<file path="src/rtl/goa_pkg.sv">
// Shared constants for the GOA I/O sequencer: opcodes, FSM states, default widths.
package goa_pkg;

   localparam int unsigned DATA_W_DEF     = 8;
   localparam int unsigned ADDR_W_DEF     = 4;
   localparam int unsigned WDOG_LIMIT_DEF = 1023;
   localparam int unsigned ITER_W         = 5;

   localparam logic [3:0] OP_NOP   = 4'h0;
   localparam logic [3:0] OP_WRITE = 4'h1;
   localparam logic [3:0] OP_RUN   = 4'h2;
   localparam logic [3:0] OP_READ  = 4'h3;

   typedef enum logic [2:0] {
      ST_IDLE   = 3'd0,
      ST_WDATA  = 3'd1,
      ST_CFGWR  = 3'd2,
      ST_START  = 3'd3,
      ST_WAIT   = 3'd4,
      ST_RDADDR = 3'd5,
      ST_OUT    = 3'd6
   } state_t;

   // RUN operand 0 encodes the maximum of 16 iterations
   function automatic logic [ITER_W-1:0] iter_count(input logic [3:0] operand);
      return (operand == 4'd0) ? ITER_W'(16) : ITER_W'(operand);
   endfunction

endpackage

</file>
<file path="src/rtl/goa_wdog_counter.sv">
// Per-iteration watchdog: counts enabled cycles and flags when LIMIT is reached.
module goa_wdog_counter #(
   parameter int unsigned LIMIT = 1023
) (
   input  logic clk,
   input  logic rst,
   input  logic clear,
   input  logic enable,
   output logic expired
);

   localparam int unsigned CW = $clog2(LIMIT + 1);

   logic [CW-1:0] cnt;

   // Saturates at LIMIT so expired stays asserted until the next clear
   always_ff @(posedge clk) begin
      if (rst || clear) begin
         cnt     <= '0;
         expired <= 1'b0;
      end else if (enable && (cnt != CW'(LIMIT))) begin
         cnt     <= cnt + CW'(1);
         expired <= ((cnt + CW'(1)) == CW'(LIMIT));
      end
   end

endmodule

</file>
<file path="src/rtl/goa_io_sequencer.sv">
// Host-command sequencer: decodes byte commands into engine config writes,
// watchdog-guarded engine runs and result-register reads.
module goa_io_sequencer
   import goa_pkg::*;
#(
   parameter int unsigned DATA_W     = DATA_W_DEF,
   parameter int unsigned ADDR_W     = ADDR_W_DEF,
   parameter int unsigned WDOG_LIMIT = WDOG_LIMIT_DEF
) (
   input  logic              clk,
   input  logic              rst,
   input  logic [DATA_W-1:0] cmd_in,
   input  logic              cmd_valid,
   output logic              cmd_ready,
   output logic [ADDR_W-1:0] cfg_addr,
   output logic [DATA_W-1:0] cfg_data,
   output logic              cfg_we,
   output logic              eng_start,
   input  logic              eng_done,
   output logic [ADDR_W-1:0] res_addr,
   input  logic [DATA_W-1:0] res_data,
   output logic [DATA_W-1:0] dout,
   output logic              dout_valid,
   input  logic              dout_ack,
   output logic              run_done,
   output logic              err,
   output logic [2:0]        state_dbg
);

   state_t            state;
   logic [ITER_W-1:0] iter_left;
   logic              wdog_expired;
   logic              accept;
   logic [3:0]        opcode;
   logic [3:0]        operand;

   assign accept    = cmd_valid && cmd_ready;
   assign opcode    = cmd_in[7:4];
   assign operand   = cmd_in[3:0];
   assign state_dbg = state;

   goa_wdog_counter #(
      .LIMIT (WDOG_LIMIT)
   ) u_wdog (
      .clk     (clk),
      .rst     (rst),
      .clear   (state == ST_START),
      .enable  (state == ST_WAIT),
      .expired (wdog_expired)
   );

   // Strobes default low each cycle; cmd_ready tracks entry into IDLE/WDATA
   always_ff @(posedge clk) begin
      if (rst) begin
         state      <= ST_IDLE;
         cmd_ready  <= 1'b1;
         cfg_addr   <= '0;
         cfg_data   <= '0;
         cfg_we     <= 1'b0;
         eng_start  <= 1'b0;
         res_addr   <= '0;
         dout       <= '0;
         dout_valid <= 1'b0;
         run_done   <= 1'b0;
         err        <= 1'b0;
         iter_left  <= '0;
      end else begin
         cfg_we    <= 1'b0;
         eng_start <= 1'b0;
         run_done  <= 1'b0;
         case (state)
            ST_IDLE: begin
               if (accept) begin
                  case (opcode)
                     OP_NOP: begin
                        if (operand == 4'd0) err <= 1'b0;
                     end
                     OP_WRITE: begin
                        cfg_addr <= ADDR_W'(operand);
                        state    <= ST_WDATA;
                     end
                     OP_RUN: begin
                        iter_left <= iter_count(operand);
                        eng_start <= 1'b1;
                        cmd_ready <= 1'b0;
                        state     <= ST_START;
                     end
                     OP_READ: begin
                        res_addr  <= ADDR_W'(operand);
                        cmd_ready <= 1'b0;
                        state     <= ST_RDADDR;
                     end
                     default: err <= 1'b1;
                  endcase
               end
            end
            ST_WDATA: begin
               if (accept) begin
                  cfg_data  <= cmd_in;
                  cfg_we    <= 1'b1;
                  cmd_ready <= 1'b0;
                  state     <= ST_CFGWR;
               end
            end
            ST_CFGWR: begin
               cmd_ready <= 1'b1;
               state     <= ST_IDLE;
            end
            ST_START: begin
               state <= ST_WAIT;
            end
            ST_WAIT: begin
               if (eng_done) begin
                  if (iter_left == ITER_W'(1)) begin
                     iter_left <= '0;
                     run_done  <= 1'b1;
                     cmd_ready <= 1'b1;
                     state     <= ST_IDLE;
                  end else begin
                     iter_left <= iter_left - ITER_W'(1);
                     eng_start <= 1'b1;
                     state     <= ST_START;
                  end
               end else if (wdog_expired) begin
                  err       <= 1'b1;
                  iter_left <= '0;
                  cmd_ready <= 1'b1;
                  state     <= ST_IDLE;
               end
            end
            ST_RDADDR: begin
               dout       <= res_data;
               dout_valid <= 1'b1;
               state      <= ST_OUT;
            end
            ST_OUT: begin
               if (dout_ack) begin
                  dout_valid <= 1'b0;
                  cmd_ready  <= 1'b1;
                  state      <= ST_IDLE;
               end
            end
            default: begin
               cmd_ready <= 1'b1;
               state     <= ST_IDLE;
            end
         endcase
      end
   end

endmodule

</file>
<file path="config.mk">
export PLATFORM = sky130hd
export DESIGN_NAME = goa_io_sequencer
export DESIGN_NICKNAME = d
export VERILOG_FILES = /design/src/rtl/goa_pkg.sv /design/src/rtl/goa_wdog_counter.sv /design/src/rtl/goa_io_sequencer.sv
export SDC_FILE = /design/constraint.sdc
export NUM_CORES = 1
export LEC_CHECK = 0
export CAP_MARGIN = 20
export CORE_ASPECT_RATIO = 0.9
export CORE_MARGIN = 5
export CORE_UTILIZATION = 54
export CTS_CLUSTER_SIZE = 14
export DETAILED_ROUTE_END_ITERATION = 10
export GPL_TIMING_DRIVEN = 0
export PLACE_DENSITY = 0.84
export SLEW_MARGIN = 40
export SYNTH_ARGS = -nofsm -noshare
export SYNTH_HDL_FRONTEND = slang
export SYNTH_SLANG_ARGS = --single-unit
</file>
<file path="constraint.sdc">
create_clock -name clk -period 2.64 [get_ports clk]
set_clock_uncertainty 0.1 [all_clocks]
set_input_delay 0.396 -clock clk [delete_from_list [all_inputs] [get_ports clk]]
set_output_delay 0.396 -clock clk [all_outputs]
set_load 0.02 [all_outputs]
</file>
==> summary.txt, run 1 <==
Detailed routing
  – Routed WL: 6150 um
  – DRT Pass-1 Iters: 4
  – Final ANT Viol Nets: 0
  – Routed vias/inst: about 5.7
  – Via count: 2307
  – DR DRC count: 0
  – Number of DRC markers in iteration 0: 162
  – Avg WL per Cell: around 15 um

Floorplanning
  – Core area: 4400 um2
  – Die width: 80.8 um
  – Die Y: 73.7 um
  – Die area: 5960 um2
  – Starting Density: between 50% and 60%
  – Floorplan row count: 23
  – # IOs: 54

CTS
  – Clk root buf: clkbuf_8
  – CTS Buffer Depth: 2
  – Clock Sinks: 49
  – Post-CTS Resized: 0
  – Cts bufs inserted: 5
  – H-tree lvl count: 2
  – Skew-Pair Late Insertion Delay: around 0.31 ns
  – # hold bufs at CTS: 0
  – CTS clock-pin slew for the worst setup and hold paths: 0.09 ns
  – TritonCTS clock tree: built
  – Total setup buffers inserted after CTS: 0

Pwr
  – Leak Pwr: ~1.1 nW
  – Sw Share: roughly 28%
  – Reg power frac: a little over half
  – Clock power frac: 30.5%
  – Comb power frac: 16.6%
  – Cell Pwr Density: 467 nW/um2
  – P_sw: 0.412 mW
  – Pint: approximately 1.0 mW
  – Max IR drop VDD: 0.388 mV

Synthesis
  – Ys flop type: dfxtp_1
  – Mean Syn Cell Area: just under 9 um2
  – Share of flip-flops with an asynchronous set or reset: 0%
  – Area of the mapped netlist: 2440 um2
  – Post-synthesis cell type count: 56
  – Mapped Cells: 281
  – Sequential share of the synthesized area: 40.3%
  – Syn Nets: around 310
  – Post-synth EDFFs: 0
  – #FFs+latches synth: 49
  – Ys Warns: 0

Final layout
  – Most frequent cells in the layout: clkdlybuf4s50_1, dfxtp_1, nor2_1, nand2_1, a21oi_1
  – Layout cells sized above 1: 6.45%
  – Nets: 365
  – Fillers: 385
  – Ant. Diodes: 0
  – Commonest non-fill, non-tap cell in the layout: clkdlybuf4s50_1
  – Layout Area Growth over Synthesis: 28.3%

Flow run
  – Max-cap violations: 0

Min path
  – Worst Hold Class: reg -> reg

GRT
  – Remaining Overflow, GRT: 0
  – Gr usage total: between 20% and 30%
  – Largest net degree at the start of global routing: 17
  – Vias in the first global route: 2250
  – Initial antenna violation count: 0
  – First-pass GRT wire length: 10300 um

Timing
  – Tcrit/Tclk final: between 80% and 90%
  – Worst Max-Slew Pin Slew: roughly 0.7 ns
  – Fin worst setup slack: a little under 0.5 ns
  – Max Clock Freq: 465 MHz
  – RSZ-0062 raised after global routing: false
  – Max transition margin: between 50 and 60%
  – Minimum clock period: 2.15 ns
  – Fin Setup TNS: 0 ns
  – Final hold vios: 0
  – Setup violations, final: 0
  – Final slew viol count: 0

Place
  – Port Buffers: 52
  – Routability Congestion: around 0.89
  – DP Wirelength: roughly 4600 um
  – Placement Setup Slack: between 0.1 and 0.15 ns

Critical path
  – Crit Path Class: in -> reg
  – CP Launch Type: input port
  – Crit end category: flip-flop
  – Worst EP required: 2.75 ns
  – Crit path DAT: around 2.3 ns
  – Worst-path maximum fanout: 6

Run status
  – Status: completed
-- Yosys cell counts, types with 2 or more instances --
library cell / n / area [um2]
a2111oi_0: 2 / 17.5
a211oi_1: 6 / 45.0
a21oi_1: 19 / 95.1
a31oi_1: 4 / 25.0
a32oi_1: 2 / 17.5
and3_1: 2 / 12.5
buf_2: 2 / 10.0
buf_6: 2 / 22.5
clkbuf_1: 12 / 45.0
dfxtp_1: 49 / 981
ha_1: 4 / 50.1
inv_1: 11 / 41.3
mux2i_1: 17 / 170
nand2_1: 22 / 82.6
nand2b_1: 4 / 25.0
nand3_1: 14 / 70.1
nand4_1: 4 / 25.0
nor2_1: 27 / 101
nor2b_1: 4 / 25.0
nor3_1: 9 / 45.0
nor3b_1: 3 / 22.5
nor4_1: 6 / 37.5
nor4b_1: 2 / 17.5
o21a_1: 2 / 15.0
o21ai_0: 8 / 40.0
o311ai_1: 2 / 17.5
o32ai_1: 3 / 26.3
or3_1: 7 / 43.8
or3b_1: 2 / 17.5
or4_1: 2 / 15.0
xnor2_1: 2 / 17.5
xor2_1: 2 / 17.5
-- stage by stage --
stage | utilization (%) | instance area, um2 | cells | total power, mW | hold slack [ns]
floorplan | - | 2440 | 281 | 0.926 | 0.368
global placement | 68.9 | 3030 | 395 | 1.02 | 0.342
detailed placement | 68.9 | 3030 | 395 | 1.03 | 0.349
CTS | 71.0 | 3130 | 403 | 1.47 | 0.362
global route | 71.0 | 3130 | 403 | 1.52 | 0.380
finish | 71.0 | 3130 | 403 | 1.46 | 0.359
-- logic make-up (layout without fill, tap and decap cells) --
family / count (synthesis) / in the layout / share of synthesized area (%)
compound gates: 59 / 59 / 16.5
fa+ha+maj: 4 / 4 / 2.05
simple gates: 121 / 121 / 27.9
flops: 49 / 49 / 40.3
mux: 17 / 17 / 6.98
buf+inv: 27 / 87 / 4.88
xor+xnor: 4 / 4 / 1.44
-- power groups by stage --
stage                     Sequential, mW  Clock [mW]  Combinational [mW]
after global placement             0.788           0               0.236
final                              0.772       0.446               0.243
after detailed placement           0.789           0               0.240
after global routing               0.775       0.484               0.261
after CTS                          0.771       0.453               0.242
after floorplan                    0.806           0               0.120
-- sequential cells by signal (all words and copies together), names as in the netlist, 3 cells and up --
signal,flops
cfg_addr,4
cfg_data,8
dout,8
iter_left,5
res_addr,4
state_dbg,3
u_wdog.cnt,10
-- routing by layer --
metal	global-route usage [%]	part of all wire (%)	vias up
met5	0	0	-
met4	7.50	1.3	0
met3	5.27	5.6	10
met2	36.1	47	69
met1	27.5	46	1079
li1	-	-	1149
-- path summary, 6_finish.rpt --
path / startpoint / cells past startpoint / slack (ns) / end
max reg2reg: iter_left[1] / 6 / 0.52 / iter_left[3]
max: cmd_in[7] / 6 / 0.49 / iter_left[1]
min: dout[5] / 2 / 0.36 / dout[5]
min reg2reg: dout[5] / 2 / 0.36 / dout[5]
-- worst max-delay path, cell delays in order --
cell and delay [ns]:
clkdlybuf4s50_1 0.48, or2_1 0.25, clkbuf_1 0.19, o41a_1 0.44, nand2b_4 0.21, a211oi_1 0.29
-- final cells by class --
cell class / instances / area (um2) / area share [%]
timing repair buffer: 52 / 520 / 16.7
inverter: 11 / 41.3 / 1.32
clock inverter: 3 / 22.5 / 0.721
sequential: 49 / 981 / 31.4
tap: 62 / 77.6 / 2.48
multi-input combinational: 205 / 1340 / 42.8
buffer: 16 / 77.6 / 2.48
clock buffer: 5 / 68.8 / 2.20
No activity file was read; power rests on OpenSTA's default activity.
==> run 2, diff against run 1 <==
- CORE_UTILIZATION: 54 -> 50
- PLACE_DENSITY: 0.84 -> 0.78
- clock period: 2.64 -> 2.1 ns (I/O delays scaled with it)
==> run 2 against run 1 <==
Net effect: utilization fell by 3.6 points; sequential power rose by 26%; final area rose by 2.9%; via count rose by 0.30%; worst hold slack got worse by 0.065 ns; sequential share of layout area fell by 0.88 points; die area rose by 6.9%; clock power rose by 58%; critical path depth fell by 1.
==> summary.txt, run 2 (same netlist as run 1, synthesis figures left out) <==
Detailed routing
  – Via count: 2314 (+0.30%)
  – DR DRC count: 0 (unchanged)
  – Routed vias/inst: 5.71 (-0.19%)
  – Routed WL: 6250 um (+1.5%)
  – Avg WL per Cell: 15.4 um (+0.98%)
  – DRT Pass-1 Iters: 4 (unchanged)
  – Final ANT Viol Nets: 0 (unchanged)
  – Number of DRC markers in iteration 0: 226 (+40%)

Floorplanning
  – Die width: 83.6 um (+3.4%)
  – # IOs: 54 (unchanged)
  – Starting Density: 51.0% (-4.3 points)
  – Core area: 4770 um2 (+8.4%)
  – Die Y: 76.2 um (+3.4%)
  – Floorplan row count: 24 (+4.3%)
  – Die area: 6370 um2 (+6.9%)

GRT
  – Largest net degree at the start of global routing: 16 (-1)
  – Gr usage total: 19.7% (-2.1 points)
  – Initial antenna violation count: 0 (unchanged)
  – Vias in the first global route: 2242 (-0.36%)
  – Remaining Overflow, GRT: 0 (unchanged)
  – First-pass GRT wire length: 10600 um (+3.2%)

Flow run
  – Max-cap violations: 0 (unchanged)

Final layout
  – Largest register FFs: 10 (unchanged)
  – Commonest non-fill, non-tap cell in the layout: clkdlybuf4s50_1
  – Biggest register: u_wdog.cnt
  – Layout Area Growth over Synthesis: 32.0%
  – Most frequent cells in the layout: clkdlybuf4s50_1, dfxtp_1, nor2_1, nand2_1, a21oi_1
  – Final Instance Count excl. Fillers: 405 (+0.50%)
  – Layout cells sized above 1: 9.41% (+3.0 points)
  – Largest regs: u_wdog.cnt (10), cfg_data (8), dout (8)
  – Ant. Diodes: 0 (unchanged)
  – Nets: 364 (-0.27%)

Place
  – Cells after DPL: 398 (+0.76%)
  – DP Wirelength: 4500 um (-3.0%)
  – Port Buffers: 52 (unchanged)
  – Routability Congestion: 0.933 (+5.3%)

Min path
  – Worst Hold Class: in -> reg

CTS
  – H-tree lvl count: 2 (unchanged)
  – Clock Sinks: 49 (unchanged)
  – TritonCTS clock tree: built
  – CTS clock-pin slew for the worst setup and hold paths: 0.09 ns (about the same)
  – CTS Buffer Depth: 2 (unchanged)
  – # hold bufs at CTS: 0 (unchanged)
  – Total setup buffers inserted after CTS: 0 (unchanged)
  – Clk root buf: clkbuf_8
  – Cts bufs inserted: 5 (unchanged)
  – Skew-Pair Late Insertion Delay: 0.30 ns (about the same)

Timing
  – Final hold vios: 0 (unchanged)
  – Max transition margin: 57.8% (+5.3 points)
  – Tcrit/Tclk final: 98.2%
  – Worst Max-Slew Pin Slew: 0.629 ns (-0.0732 ns)
  – Max Clock Freq: 485 MHz
  – WHS: 0.294 ns (-0.0651 ns)
  – RSZ-0062 raised after global routing: true
  – Final slew viol count: 0 (unchanged)
  – Setup violations, final: 0 (unchanged)
  – Minimum clock period: ~2.1 ns

Pwr
  – Cell Pwr Density: 618 nW/um2 (+32%)
  – Leak Pwr: 1.12 nW (+5.1%)
  – Max IR drop VDD: 0.413 mV (+6.5%)

Critical path
  – Worst-path maximum fanout: 8 (+2)
  – Worst EP required: 2.20 ns (-0.55 ns)
  – Crit Path Class: in -> reg
  – Crit path DAT: 2.16 ns (-0.10 ns)
  – Crit end category: flip-flop
  – CP Launch Type: input port

Run status
  – Status: completed
==> run 2: cell types whose count changed in the layout (fill, tap and decap cells not counted), sizes merged <==
cell,before,now
clkdlybuf4s50,52,50
clkinvlp,3,1
dlymetal6s2s,0,2
bufinv,0,1
==> run 2: worst paths after layout <==
| check | start | endpoint | slack [ns] | cells past startpoint |
|---|---|---|---|---|
| setup / recovery | cmd_in[4] | state_dbg[0] | 0.04 | 5 |
| hold / removal | cmd_in[7] | cfg_data[7] | 0.29 | 3 |
| setup reg to reg | state_dbg[1] | state_dbg[0] | 0.10 | 5 |
| hold reg to reg | dout[5] | dout[5] | 0.36 | 2 |
==> run 2: metrics by stage <==
stage | area [um2] | setup slack, ns | power [mW] | util, % | setup TNS (ns)
finish | 3220 | 0.0369 | 1.99 | 67.3 | 0
global placement | 3040 | -0.236 | 1.29 | 63.6 | -2.88
CTS | 3160 | 0.0382 | 1.99 | 66.3 | 0
floorplan | 2440 | 0.181 | 1.16 | - | 0
global route | 3220 | -0.0393 | 2.07 | 67.3 | -0.173
detailed placement | 3040 | -0.277 | 1.29 | 63.6 | -3.25
==> run 2: worst max-delay path: stages <==
cell and delay [ns]:
clkdlybuf4s50_1 0.65, or3b_2 0.48, a32oi_1 0.38, a21oi_1 0.13
a41o_1 0.21
==> run 2: area by class of cell <==
type / instances / area (um2)
timing repair buffer: 52 / 526
multi-input combinational: 205 / 1390
clock buffer: 6 / 82.6
sequential: 49 / 981
inverter: 11 / 41.3
fill: 401 / 1560
tap: 65 / 81.3
clock inverter: 2 / 37.5
buffer: 15 / 75.1
==> run 2: report_power, final <==
group | total [mW] | switching [mW] | leakage (nW) | internal [mW]
registers | 0.971 | 0.0199 | 0.396 | 0.951
logic | 0.312 | 0.176 | 0.664 | 0.136
clock network | 0.704 | 0.317 | 0.0574 | 0.387
==> run 2: timing repair <==
item / in CTS / in global routing
pin swaps: 0 / 1
endpoints found under the setup margin: 1 / 20
resized for setup: 1 / 14
==> run 2: per-layer routing <==
metal	global-route usage, %	up-vias	share of wire [%]
met4	6.11	0	1.4
li1	-	1147	-
met3	4.32	10	6.0
met5	0	-	0
met1	27.6	1074	47
met2	30.1	83	45
